### src/rtl/uart_link_pkg.sv
// Shared definitions for the UART ALU link framers (receive parser and result transmitter).
// Holds framer state encodings, frame byte positions and the default frame header.
package uart_link_pkg;

    typedef enum logic [1:0] {
        ST_IDLE  = 2'd0,
        ST_START = 2'd1,
        ST_WAIT  = 2'd2
    } link_state_t;

    // Byte positions inside a 3-byte frame: header, payload, checksum.
    localparam logic [1:0] IDX_HDR = 2'd0;
    localparam logic [1:0] IDX_RES = 2'd1;
    localparam logic [1:0] IDX_CHK = 2'd2;

    localparam logic [7:0] DEFAULT_HEADER = 8'hA5;

endpackage

### src/rtl/uart_tx_watchdog.sv
// Cycle watchdog for one transmitted byte; counts while enabled, expires on its last cycle.
// Latency: o_expire is combinational in the cycle the count reaches TIMEOUT_CYCLES-1; no backpressure.
module uart_tx_watchdog #(
    parameter int NB_TIMEOUT     = 16,
    parameter int TIMEOUT_CYCLES = 20000
) (
    input  logic clk,
    input  logic i_rst_n,
    input  logic i_clear,
    input  logic i_enable,
    output logic o_expire
);

    localparam logic [NB_TIMEOUT-1:0] LAST_CNT = NB_TIMEOUT'(TIMEOUT_CYCLES - 1);

    logic [NB_TIMEOUT-1:0] r_count;

    // Saturates at the last count so a stalled owner can never see the counter wrap.
    always_ff @(posedge clk or negedge i_rst_n) begin
        if (!i_rst_n) begin
            r_count <= '0;
        end else if (i_clear) begin
            r_count <= '0;
        end else if (i_enable && (r_count != LAST_CNT)) begin
            r_count <= r_count + NB_TIMEOUT'(1);
        end
    end

    assign o_expire = i_enable && (r_count == LAST_CNT);

endmodule

### src/rtl/alu_result_tx.sv
// Frames each ALU result as {HEADER, result, HEADER^result} and feeds uart_tx byte by byte.
// Latency i_valid -> first o_tx_start is 2 cycles; one pending slot, further results drop with o_overrun.
module alu_result_tx
    import uart_link_pkg::*;
#(
    parameter int                 NB_DATA        = 8,
    parameter logic [NB_DATA-1:0] HEADER         = NB_DATA'(DEFAULT_HEADER),
    parameter int                 NB_TIMEOUT     = 16,
    parameter int                 TIMEOUT_CYCLES = 20000
) (
    input  logic               clk,
    input  logic               i_rst_n,
    input  logic               i_valid,
    input  logic [NB_DATA-1:0] i_result,
    input  logic               i_tx_done,
    output logic               o_tx_start,
    output logic [NB_DATA-1:0] o_tx_data,
    output logic               o_busy,
    output logic               o_overrun,
    output logic               o_timeout
);

    link_state_t               r_state;
    logic                      r_pend_vld;
    logic [NB_DATA-1:0]        r_pend_data;
    logic [2:0][NB_DATA-1:0]   r_frame;
    logic [1:0]                r_idx;
    logic                      r_tx_start;
    logic [NB_DATA-1:0]        r_tx_data;
    logic                      r_overrun;
    logic                      r_timeout;

    logic                      w_consume;
    logic                      w_accept;
    logic                      w_expire;
    logic                      w_wd_clear;
    logic                      w_wd_enable;
    logic [1:0]                w_next_idx;

    // The slot frees up in the same cycle IDLE copies it into the frame register.
    assign w_consume   = (r_state == ST_IDLE) && r_pend_vld;
    assign w_accept    = i_valid && (!r_pend_vld || w_consume);
    assign w_next_idx  = r_idx + 2'd1;
    assign w_wd_clear  = (r_state == ST_START);
    assign w_wd_enable = (r_state == ST_WAIT);

    uart_tx_watchdog #(
        .NB_TIMEOUT     (NB_TIMEOUT),
        .TIMEOUT_CYCLES (TIMEOUT_CYCLES)
    ) u_watchdog (
        .clk      (clk),
        .i_rst_n  (i_rst_n),
        .i_clear  (w_wd_clear),
        .i_enable (w_wd_enable),
        .o_expire (w_expire)
    );

    always_ff @(posedge clk or negedge i_rst_n) begin
        if (!i_rst_n) begin
            r_pend_vld  <= 1'b0;
            r_pend_data <= '0;
            r_overrun   <= 1'b0;
        end else begin
            r_overrun <= i_valid && !w_accept;
            if (w_accept) begin
                r_pend_vld  <= 1'b1;
                r_pend_data <= i_result;
            end else if (w_consume) begin
                r_pend_vld  <= 1'b0;
            end
        end
    end

    always_ff @(posedge clk or negedge i_rst_n) begin
        if (!i_rst_n) begin
            r_state    <= ST_IDLE;
            r_frame    <= '0;
            r_idx      <= IDX_HDR;
            r_tx_start <= 1'b0;
            r_tx_data  <= '0;
            r_timeout  <= 1'b0;
        end else begin
            r_tx_start <= 1'b0;
            r_timeout  <= 1'b0;
            unique case (r_state)
                ST_IDLE: begin
                    if (r_pend_vld) begin
                        r_frame[IDX_HDR] <= HEADER;
                        r_frame[IDX_RES] <= r_pend_data;
                        r_frame[IDX_CHK] <= HEADER ^ r_pend_data;
                        r_idx            <= IDX_HDR;
                        r_tx_data        <= HEADER;
                        r_tx_start       <= 1'b1;
                        r_state          <= ST_START;
                    end
                end
                ST_START: begin
                    r_state <= ST_WAIT;
                end
                ST_WAIT: begin
                    // A done arriving on the expiry cycle still completes the byte.
                    if (i_tx_done) begin
                        if (r_idx == IDX_CHK) begin
                            r_state <= ST_IDLE;
                        end else begin
                            r_idx      <= w_next_idx;
                            r_tx_data  <= r_frame[w_next_idx];
                            r_tx_start <= 1'b1;
                            r_state    <= ST_START;
                        end
                    end else if (w_expire) begin
                        r_state   <= ST_IDLE;
                        r_timeout <= 1'b1;
                    end
                end
                default: begin
                    r_state <= ST_IDLE;
                end
            endcase
        end
    end

    assign o_tx_start = r_tx_start;
    assign o_tx_data  = r_tx_data;
    assign o_busy     = (r_state != ST_IDLE) || r_pend_vld;
    assign o_overrun  = r_overrun;
    assign o_timeout  = r_timeout;

endmodule

### config.mk
export PLATFORM = sky130hd
export DESIGN_NAME = alu_result_tx
export DESIGN_NICKNAME = d
export VERILOG_FILES = /design/src/rtl/uart_link_pkg.sv /design/src/rtl/uart_tx_watchdog.sv /design/src/rtl/alu_result_tx.sv
export SDC_FILE = /design/constraint.sdc
export NUM_CORES = 1
export LEC_CHECK = 0
export CAP_MARGIN = 5
export CORE_MARGIN = 3
export CORE_UTILIZATION = 40
export DETAILED_ROUTE_END_ITERATION = 16
export PLACE_DENSITY = 0.56
export SYNTH_ARGS = -nofsm -noshare
export SYNTH_HDL_FRONTEND = slang
export SYNTH_SLANG_ARGS = --single-unit
### constraint.sdc
create_clock -name clk -period 2.1 [get_ports clk]
set_clock_uncertainty 0.1 [all_clocks]
set_input_delay 0.525 -clock clk [delete_from_list [all_inputs] [get_ports clk]]
set_output_delay 0.525 -clock clk [all_outputs]
set_load 0.02 [all_outputs]
==> impl_metrics.csv <==
group,metric,value,unit
timing,setup_tns,0,ns
yosys,ys_ff_latch,53,
route,routedWlPerCell,14.45,um
route,drc_errors,0,
power_and_ir_drop,p_per_area,1218,nW/um2
clocking,insertion_delay,0.31,ns
critical_path,required,1.47,ns
clocking,holdBufCountCts,0,
clocking,cts.sinks,53,
floorplan,top_level_ports,24,
timing,drv_slew,0,
power_and_ir_drop,power.switching,0.001373,W
timing,period_share,94.95,%
critical_path,cp_top_family,"flip-flops",
grt,use_met1,24.60,%
floorplan,initial_utilization,42.87,%
critical_path,cp_cell_sequence,"or3_1 -> dlygate4sd2_1",
yosys,synth-async-reset-ratio,100.0,%
layout,fin_nets,295,
yosys,synth_area,2447,um2
layout,n_antenna_cell,0,
critical_path,worstPathArrival,1.37,ns
critical_path,critical_path_class,"reg -> out",
grt,first_global_vias,1759,
clocking,clock-root-buffer,"clkbuf_8",
grt,grt_pass1_wl,8804,um
critical_path,path_buf_inv,1,
grt,grt_max_degree,38,
critical_path,slowest_stage,"dfrtp_1",
placement,hpwl,3767,um
clocking,path_clk_slew,0.11,ns
yosys,ys.flop_type,"dfrtp_1",
clocking,cts_made_buffers,5,
layout,syn2layout_area_growth,20.65,%
timing,tightest_slew,0.5036,ns
floorplan,die_area,7093,um2
route,vias,1832,
power_and_ir_drop,clockPowerShare,16.1,%
grt,met3_usage,3.925,%
timing,fin_crit,1.994,ns
critical_path,start_kind,"flop",
job,maxCapViolCount,0,
layout,final_util,51.72,%
critical_path,r2r_cells,5,
grt,use_met2,20.37,%
grt,grt_usage,15.46,%
hold_path,hold_class,"in -> async",
grt,grt_overflow,0,
critical_path,cp-end-kind,"output pin",
timing,grt_setup_unrepaired,"no",
yosys,synth-edff-count,0,
yosys,yosys.area.top_type,"dfrtp_1",
yosys,netlist_top_cells_area,"dfrtp_1 54%, nand2_1 7.5%, mux2_2 3.7%, mux2i_1 2.5%, nor2_1 2.5%",
layout,instances_no_fill,354,
power_and_ir_drop,comb_power_share,41.2,%
yosys,ys_types,47,
timing,hold_violations,0,
run_status,status,"finished clean",
route,ant_nets,0,
placement,numPortBuffers,23,
floorplan,core_area,5709,um2
power_and_ir_drop,seq_power_share,42.7,%
floorplan,row_count,27,
power_and_ir_drop,finalPower,0.003598,W
route,via_per_inst,5.175,
yosys,yosysTopAreaCellShare,54.19,%
clocking,cts_tree,"done",
power_and_ir_drop,p_int,0.002225,W
floorplan,die_h,84.22,um
clocking,cts_buffer_depth,2,
route,dr.pass1.iters,4,
yosys,syn_nets,257,
layout,drive_gt1_share,15.25,%
yosys,syn_inst,243,
grt,grt.busiest_layer,"met1",
critical_path,critical_path.max_fanout,2,
grt,antenna_found_initial,0,
layout,fill_cells,533,
yosys,ys_seq_area_share,54.19,%
critical_path,slowest_delay,0.38,ns
power_and_ir_drop,ir_drop,0.0005096,V
route,finalWirelength,5117,um
timing,fmax,0.5015,GHz
route,drt_iter0_markers,128,
clocking,cts.htree.levels,2,
timing,relSlewSlack,66.12,%
critical_path,cp_num_cells,2,
yosys,avgSynthCellArea,10.07,um2
floorplan,die_w,84.22,um
placement,dp.cells,346,
power_and_ir_drop,swShare,38.16,%
timing,setup_violations,0,
yosys,yosys_warnings,0,
power_and_ir_drop,leakagePower,1.319,nW
placement,gp_congestion,0.8052,
-- cell families (layout without fill, tap and decap cells) --
logic type | count (synthesis) | count (layout) | synth area share (%)
xor gates and xnor gates | 1 | 1 | 0.3579
DFF | 53 | 53 | 54.19
muxes | 14 | 14 | 6.135
AOI/OAI and AO/OA | 41 | 41 | 11.71
buffers and inverters | 25 | 64 | 4.396
adders and majority gates | 2 | 2 | 1.022
and+or+nand+nor | 107 | 107 | 22.19
-- power by group through the flow --
stage	sequential (W)	combinational [W]	clock (W)
4_1_cts	0.00154	0.00150	0.000597
2_1_floorplan	0.00159	0.000871	0
5_1_grt	0.00158	0.00166	0.000646
3_5_place_dp	0.00156	0.00150	0
6_report	0.00154	0.00148	0.000578
3_3_place_gp	0.00155	0.00149	0
-- timing repair --
action | in CTS | in global routing
hold endpoints to repair | 0 | 0
buffers inserted | 0 | 0
resized for setup | 1 | 0
endpoints found under the setup margin | 1 | 0
-- cell usage after synthesis, types with 3 or more instances --
| library cell | instances |
|---|---|
| a22o_1 | 4 |
| inv_1 | 12 |
| o21ai_0 | 10 |
| mux2_2 | 8 |
| o221ai_1 | 3 |
| nand4_1 | 9 |
| nor2_1 | 16 |
| nand2b_1 | 3 |
| a221oi_1 | 4 |
| nor4_1 | 3 |
| mux2i_1 | 6 |
| nand2_1 | 49 |
| clkbuf_1 | 6 |
| nor3_1 | 3 |
| a21oi_1 | 6 |
| buf_2 | 5 |
| dfrtp_1 | 53 |
| nand3_1 | 4 |
-- sequential cells by signal, indices dropped and copies added (netlist names) --
name and count:
r_state 2, u_watchdog.r_count 16, r_idx 2, r_pend_data 8
r_pend_vld 1, o_tx_data 8, o_overrun 1, o_timeout 1
r_frame 13, o_tx_start 1
-- routing by layer --
metal  up-vias  wire length [um]
met5         -                 0
met4         0                52
met3         5               245
met2        38              2031
met1       851              2788
li1        938                 -
-- cell usage in the layout (no fill, tap or decap), types with 5 or more instances in the layout --
cell and count:
nand4_1 9, nand2_1 49, dfrtp_1 53, mux2_2 8, a21oi_1 6, mux2i_1 6, inv_1 12, o21ai_0 10
clkdlybuf4s50_1 21, buf_4 19, nor2_1 16, clkbuf_8 5
-- per-stage QoR --
step           hold slack, ns  setup slack, ns  instance area, um2
6_report              0.02613           0.1061                2953
5_1_grt               0.05120          0.04952                2953
4_1_cts               0.04370          0.08960                2953
2_1_floorplan          0.1294           0.2110                2447
3_5_place_dp           0.3563           0.1443                2867
3_3_place_gp           0.3539           0.1726                2867
-- path summary, 6_finish.rpt --
check	startpoint	to	slack, ns
min in group clk	r_pend_data[1]	r_frame[9]	0.37
max in group asynchronous	i_rst_n	r_frame[12]	1.33
hold / removal	i_rst_n	o_tx_data[2]	0.03
setup / recovery	r_state[0]	o_busy	0.11
hold reg to reg	r_pend_data[1]	r_frame[9]	0.37
setup reg to reg	u_watchdog.r_count[8]	u_watchdog.r_count[7]	0.22
-- cell type report --
cell class                      instances  area [um2]  area share, %
Sequential cell                        53        1326          44.92
Multi-Input combinational cell        165        1013          34.32
Timing Repair Buffer                   43       386.6          13.09
Tap cell                               72       90.09          3.051
Clock buffer                            6       72.57          2.458
Inverter                               13       48.80          1.653
Clock inverter                          2       15.01         0.5085
Note: power is estimated with default switching activity, not from simulation.
